==> config.mk <==
export PLATFORM = sky130hd
export DESIGN_NAME = gshare_pattern_table_flat
export DESIGN_NICKNAME = d
export VERILOG_FILES = /design/src/rtl/gshare_pst_pkg.sv /design/src/rtl/gshare_pattern_table_if.sv /design/src/rtl/pst_sat_next.sv /design/src/rtl/gshare_pattern_table.sv /design/src/flat_wrapper.sv
export SDC_FILE = /design/constraint.sdc
export NUM_CORES = 1
export LEC_CHECK = 0
export BUFFER_PORTS_ARGS = -buffer_cell sky130_fd_sc_hd__buf_2
export CAP_MARGIN = 40
export CORE_MARGIN = 2
export CORE_UTILIZATION = 60
export CTS_CLUSTER_DIAMETER = 40
export DETAILED_ROUTE_END_ITERATION = 7
export HOLD_SLACK_MARGIN = 0.1
export PLACE_DENSITY = 0.78
export SETUP_SLACK_MARGIN = 0.1
export SYNTH_ARGS = -nofsm -noshare
export SYNTH_HDL_FRONTEND = slang
export SYNTH_SLANG_ARGS = --single-unit
==> constraint.sdc <==
create_clock -name clk -period 2.4 [get_ports clk]
set_input_delay 0.24 -clock clk [delete_from_list [all_inputs] [get_ports clk]]
set_output_delay 0.24 -clock clk [all_outputs]
set_load 0.05 [all_outputs]
==> src/rtl/gshare_pst_pkg.sv <==
// Shared types and counter arithmetic for the gshare pattern table.
// Counter widths up to 31 bits are handled by the helper functions.
package gshare_pst_pkg;

    typedef enum logic {
        StInit,
        StRun
    } pst_state_e;

    // Weakly not-taken: MSB clear, all lower bits set (01 for a 2-bit counter).
    function automatic int unsigned init_val(input int unsigned cw);
        return (32'd1 << (cw - 32'd1)) - 32'd1;
    endfunction

    function automatic int unsigned sat_next(input int unsigned cnt, input logic up,
                                             input int unsigned cw);
        int unsigned max_v;
        max_v = (32'd1 << cw) - 32'd1;
        if (up) begin
            return (cnt >= max_v) ? max_v : cnt + 32'd1;
        end
        return (cnt == 32'd0) ? 32'd0 : cnt - 32'd1;
    endfunction

endpackage

==> src/rtl/gshare_pattern_table_if.sv <==
// Predict/update bundle between fetch/execute (master) and the pattern table (slave).
interface gshare_pattern_table_if #(
    parameter int unsigned DW = 4,
    parameter int unsigned CW = 2,
    parameter int unsigned HW = 4
) ();
    logic [DW-1:0] pred_pc;
    logic [DW-1:0] pred_idx;
    logic [CW-1:0] pred_state;
    logic          pred_taken;
    logic          upd_valid;
    logic [DW-1:0] upd_idx;
    logic          upd_taken;
    logic [HW-1:0] hist;
    logic          ready;

    modport master (
        output pred_pc, upd_valid, upd_idx, upd_taken,
        input  pred_idx, pred_state, pred_taken, hist, ready
    );

    modport slave (
        input  pred_pc, upd_valid, upd_idx, upd_taken,
        output pred_idx, pred_state, pred_taken, hist, ready
    );
endinterface

==> src/rtl/pst_sat_next.sv <==
// Combinational CW-bit saturating up/down counter step.
module pst_sat_next
    import gshare_pst_pkg::*;
#(
    parameter int unsigned CW = 2
) (
    input  logic [CW-1:0] cnt_i,
    input  logic          up_i,
    output logic [CW-1:0] nxt_o
);
    always_comb begin
        nxt_o = CW'(sat_next(32'(cnt_i), up_i, CW));
    end
endmodule

==> src/rtl/gshare_pattern_table.sv <==
// Gshare direction predictor table with a self-initialising reset walk.
// Define GSHARE_PST_BYPASS_EN to forward a same-cycle update into the predict read.
module gshare_pattern_table
    import gshare_pst_pkg::*;
#(
    parameter int unsigned DW = 4,
    parameter int unsigned CW = 2,
    parameter int unsigned HW = 4
) (
    input logic               clk,
    input logic               reset,
    gshare_pattern_table_if.slave bus
);
    localparam int unsigned   Depth   = 2 ** DW;
    localparam logic [CW-1:0] InitVal = CW'(init_val(CW));
    localparam logic [DW-1:0] LastIdx = DW'(Depth - 1);

    pst_state_e    state_q, state_d;
    logic [DW-1:0] ptr_q, ptr_d;
    logic [HW-1:0] hist_q, hist_d;
    logic [CW-1:0] mem_q [Depth];
    logic [CW-1:0] mem_d [Depth];

    logic          ready;
    logic          init_en;
    logic          upd_en;
    logic [CW-1:0] upd_cur;
    logic [CW-1:0] upd_nxt;
    logic [DW-1:0] idx;
    logic [CW-1:0] stored;
    logic [CW-1:0] state_out;

    // State register; the memory array itself is never reset, the walk refills it.
    always_ff @(posedge clk) begin
        if (reset) begin
            state_q <= StInit;
            ptr_q   <= '0;
            hist_q  <= '0;
        end else begin
            state_q <= state_d;
            ptr_q   <= ptr_d;
            hist_q  <= hist_d;
        end
        mem_q <= mem_d;
    end

    always_comb begin
        state_d = state_q;
        unique case (state_q)
            StInit:  if (ptr_q == LastIdx) state_d = StRun;
            StRun:   state_d = StRun;
            default: state_d = StInit;
        endcase
    end

    always_comb begin
        ready   = (state_q == StRun);
        init_en = (state_q == StInit);
        upd_en  = ready && bus.upd_valid;
    end

    assign upd_cur = mem_q[bus.upd_idx];

    pst_sat_next #(
        .CW(CW)
    ) u_sat_next (
        .cnt_i (upd_cur),
        .up_i  (bus.upd_taken),
        .nxt_o (upd_nxt)
    );

    always_comb begin
        ptr_d  = init_en ? ptr_q + DW'(1) : ptr_q;
        hist_d = hist_q;
        if (upd_en) begin
            // Shift left and drop the oldest bit; also correct for HW == 1.
            hist_d = HW'({hist_q, bus.upd_taken});
        end
    end

    always_comb begin
        mem_d = mem_q;
        if (!reset) begin
            if (init_en) begin
                mem_d[ptr_q] = InitVal;
            end else if (upd_en) begin
                mem_d[bus.upd_idx] = upd_nxt;
            end
        end
    end

    always_comb begin
        idx    = bus.pred_pc ^ DW'(hist_q);
        stored = mem_q[idx];
`ifdef GSHARE_PST_BYPASS_EN
        state_out = (upd_en && (bus.upd_idx == idx)) ? upd_nxt : stored;
`else
        state_out = stored;
`endif
    end

    assign bus.pred_idx   = idx;
    assign bus.pred_state = state_out;
    assign bus.pred_taken = ready & state_out[CW-1];
    assign bus.hist       = hist_q;
    assign bus.ready      = ready;

endmodule

==> src/flat_wrapper.sv <==
// flat-port wrapper written by rule: the top's interface ports become plain ports
module gshare_pattern_table_flat import gshare_pst_pkg::*;
#(
    parameter int unsigned DW = 4,
    parameter int unsigned CW = 2,
    parameter int unsigned HW = 4
)
  (clk, reset, bus_pred_pc, bus_upd_valid, bus_upd_idx, bus_upd_taken, bus_pred_idx, bus_pred_state, bus_pred_taken, bus_hist, bus_ready);
  gshare_pattern_table_if #(.DW(DW), .CW(CW), .HW(HW)) bus_i ();
  input logic clk;
  input logic reset;
  input wire logic [$bits(bus_i.pred_pc)-1:0] bus_pred_pc;
  input wire logic [$bits(bus_i.upd_valid)-1:0] bus_upd_valid;
  input wire logic [$bits(bus_i.upd_idx)-1:0] bus_upd_idx;
  input wire logic [$bits(bus_i.upd_taken)-1:0] bus_upd_taken;
  output wire logic [$bits(bus_i.pred_idx)-1:0] bus_pred_idx;
  output wire logic [$bits(bus_i.pred_state)-1:0] bus_pred_state;
  output wire logic [$bits(bus_i.pred_taken)-1:0] bus_pred_taken;
  output wire logic [$bits(bus_i.hist)-1:0] bus_hist;
  output wire logic [$bits(bus_i.ready)-1:0] bus_ready;
  assign bus_i.pred_pc = bus_pred_pc;
  assign bus_i.upd_valid = bus_upd_valid;
  assign bus_i.upd_idx = bus_upd_idx;
  assign bus_i.upd_taken = bus_upd_taken;
  assign bus_pred_idx = bus_i.pred_idx;
  assign bus_pred_state = bus_i.pred_state;
  assign bus_pred_taken = bus_i.pred_taken;
  assign bus_hist = bus_i.hist;
  assign bus_ready = bus_i.ready;
  gshare_pattern_table #(.DW(DW), .CW(CW), .HW(HW)) u_core (.clk(clk), .reset(reset), .bus(bus_i));
endmodule
==> impl_results.md <==
- Status: finished with violations
- Failing checks: setup timing
- Sequential share of power: 49.5%
- Worst Path Arrival: about 2.3 ns
- Tot Pwr: around 1.7 mW
- Worst setup margin: -0.1735 ns
- Ys flop type: edfxtp_1
- Syn nets: 290
- Initial Util: 63.54%
- Minimum clock period: 2.573 ns
- Hold Startpoint: bus_upd_taken
- Leak: 1.160 nW
- Type of the tightest min-delay check: input pin to flip-flop
- Gr ovfl total: 0
- Yosys top cell by area: edfxtp_1
- Critical Path Start Type: flip-flop
- Post-synthesis sequential area ratio: 40.41%
- Fin util: 72.30%
- FP Rows: 24
- Drt pass-1 iters: 5
- GRT Resource Usage Total: 30.60%
- Slew HR: a little over half
- Via density: 6.722
- Die Area: 5271 um2
- Switching power: 0.5141 mW
- Via count: 2,373
- Async set-reset flop share out of synthesis: 0%
- Final setup vio count: 3
- Worst-Margin Slew: 0.7040 ns
- Nets: 316
- Crit share post-route: 107.2%
- Max-cap viol count: 0
- Mapped Cells: 274
- Internal: between 1 and 1.5 mW
- Inserted Clock Buffers: 5
- VDD IR max: 422.7 uV
- Clk_skew: 0.006351 ns
- Share of the synthesized area in the top cell type: 34.03%
- Deepest clock path buffer count: 2
- CTS Hold Bufs: 0
- Drt initial violations: 327
- Top cells by area, synth: edfxtp_1 (34%), mux4_2 (8.0%), mux4_1 (7.4%)
- H-Tree Depth: 2
- Area of the multi-input gates: 1593 um2
- Post-Syn Area: ~2800 um2
- Detailed-route DRC error count: 0
- Synth-to-layout area growth: 13.78%
- Netlist cell types: 40
- Layout cells sized above 1: 27.24%
- CTS root buffer: clkbuf_8
- DRT Wirelength: 7467 um
- Sw Ratio: 29.88%
- Ant. Diodes: 0
- CTS sink count: 41
- Pwr/cell area: between 500 and 600 nW/um2
- Later-pin clock latency in the skew report: just over 0.3 ns
- Ports: 24
- Synth Area per Inst: 10.31 um2
- Register bit count reported by yosys: 41
- Clock slew at reported path FFs: 0.08 ns
- Initial antenna violation count: 0
- Combinational share of power: 22.4%
- Hpwl dp: about 5300 um
- Fmax: 388.6 MHz
- Core ar.: between 4000 and 5000 um2
- Final Hold Fails: 0
- Setup crit start: u_core.bus.hist[0]$_SDFFE_PP0P_
- Yosys warning count: 0
- CP Class: flip-flop to primary output
- Clock power frac: 28.1%
- FF-to-FF Start: u_core.mem_q[21]$_DFFE_PP_
- Routed len/inst: approximately 21 um
- Largest net degree at the start of global routing: 35
- Pins over their slew limit: 0
- RePlAce Congestion: 0.8891
- CP Capture Type: primary output
- Fillers: 321
- Die X: 72.61 um
- Number of nets still failing antenna checks after routing: 0
- Synth cell count leaders: nand2_1 (53), edfxtp_1 (32), a21oi_1 (31)
- Crit path max fanout: 7
- First-pass GRT wire length: around 12,000 um
- Vias in the first global route: 2,322
- Count leader, synth: nand2_1
- Hold slack final: just over 0.2 ns
- Seq. cell area: 1150 um2
- DIE HEIGHT: a little over 70 um
- RSZ-0062 raised after global routing: yes
- CTS tree: done
- Port buffer count: 23
- Req. time, crit path: 2.16 ns
- Post-synth EDFFs: 32
==> flip-flops by register name, indices dropped and copies added, names as in the netlist <==
register	count
u_core.bus.ready	1
u_core.ptr_q	4
u_core.mem_q	32
u_core.bus.hist	4
==> per-stage QoR <==
stage / setup TNS (ns) / instance area (um2) / instances / setup WS, ns
final: -0.2840 / 3213 / 353 / -0.1735
after global routing: -0.4256 / 3213 / 353 / -0.2225
after CTS: -0.2599 / 3206 / 352 / -0.1596
after detailed placement: -0.01466 / 3028 / 337 / -0.01466
after global placement: 0 / 3028 / 337 / 0.04225
after floorplan: -0.3956 / 2875 / 274 / -0.3138
==> per-layer routing <==
metal | share of wire (%) | global-route usage [%] | wire length, um | vias to the layer above
li1 | - | - | - | 1070
met5 | 0 | 0 | 0 | -
met1 | 39 | 39.11 | 2910 | 1115
met4 | 4.4 | 16.05 | 329 | 0
met3 | 9.6 | 9.669 | 718 | 33
met2 | 47 | 46.87 | 3508 | 155
==> power groups by stage <==
stage                     Sequential (mW)  Combinational (mW)  Clock [mW]
after detailed placement            0.866               0.357           0
after global placement              0.866               0.348           0
after global routing                0.855               0.409       0.503
final                               0.852               0.385       0.484
after floorplan                     0.845               0.273           0
after CTS                           0.850               0.378       0.482
==> worst max-delay path, cell delays in order (launching register included) <==
cell     delay [ns]
dfxtp_4        0.38
xor2_4         0.17
buf_12         0.14
mux4_2         0.49
mux4_2         0.51
and2_4         0.18
buf_6          0.14
==> final timing paths <==
check	cells past startpoint	slack (ns)	to
worst max register to register	5	0.21	u_core.mem_q[10]$_DFFE_PP_
worst min-delay path	3	0.21	u_core.bus.hist[0]$_SDFFE_PP0P_
worst min register to register	2	0.52	u_core.bus.hist[3]$_SDFFE_PP0P_
worst max-delay path	6	-0.17	bus_pred_taken
==> cell type report <==
class	count	share of cell area [%]
flip-flops and latches	41	35.79
clock buffers	8	2.804
inverters	5	0.5841
multi-input cells	205	49.57
repair buffers	42	9.229
well taps	52	2.025
==> kinds of logic after synthesis <==
group | Yosys count | synth area share [%]
adder cells (fa/ha/maj) | 6 | 2.658
AND/OR/NAND/NOR | 102 | 17.68
AO/OA/AOI/OAI | 71 | 16.44
XOR/XNOR | 7 | 2.437
multiplexers | 19 | 15.77
flip-flops | 41 | 40.41
buffers and inverters | 28 | 4.608
==> cells in the final DEF, fill, tap and decap left out, types with 4 or more instances in the layout <==
cell	netlist	routed
a21oi_1	31	31
a31oi_1	4	4
and2_1	5	4
buf_2	0	22
buf_4	2	16
clkbuf_8	0	6
dfxtp_1	9	6
edfxtp_1	32	32
ha_1	4	4
inv_1	5	5
mux4_1	8	6
mux4_2	10	12
nand2_1	53	53
nand3_1	7	7
nand3b_1	15	15
nor2_1	9	9
nor2b_1	6	6
o21ai_0	6	6
o21ai_1	10	10
o22ai_1	5	5
o22ai_2	10	10
==> timing repair <==
item / CTS / global route
setup endpoints to repair: 3 / 3
resized for setup: 6 / 0
buffers inserted: 8 / 1
No activity file was read; power rests on OpenSTA's default activity.
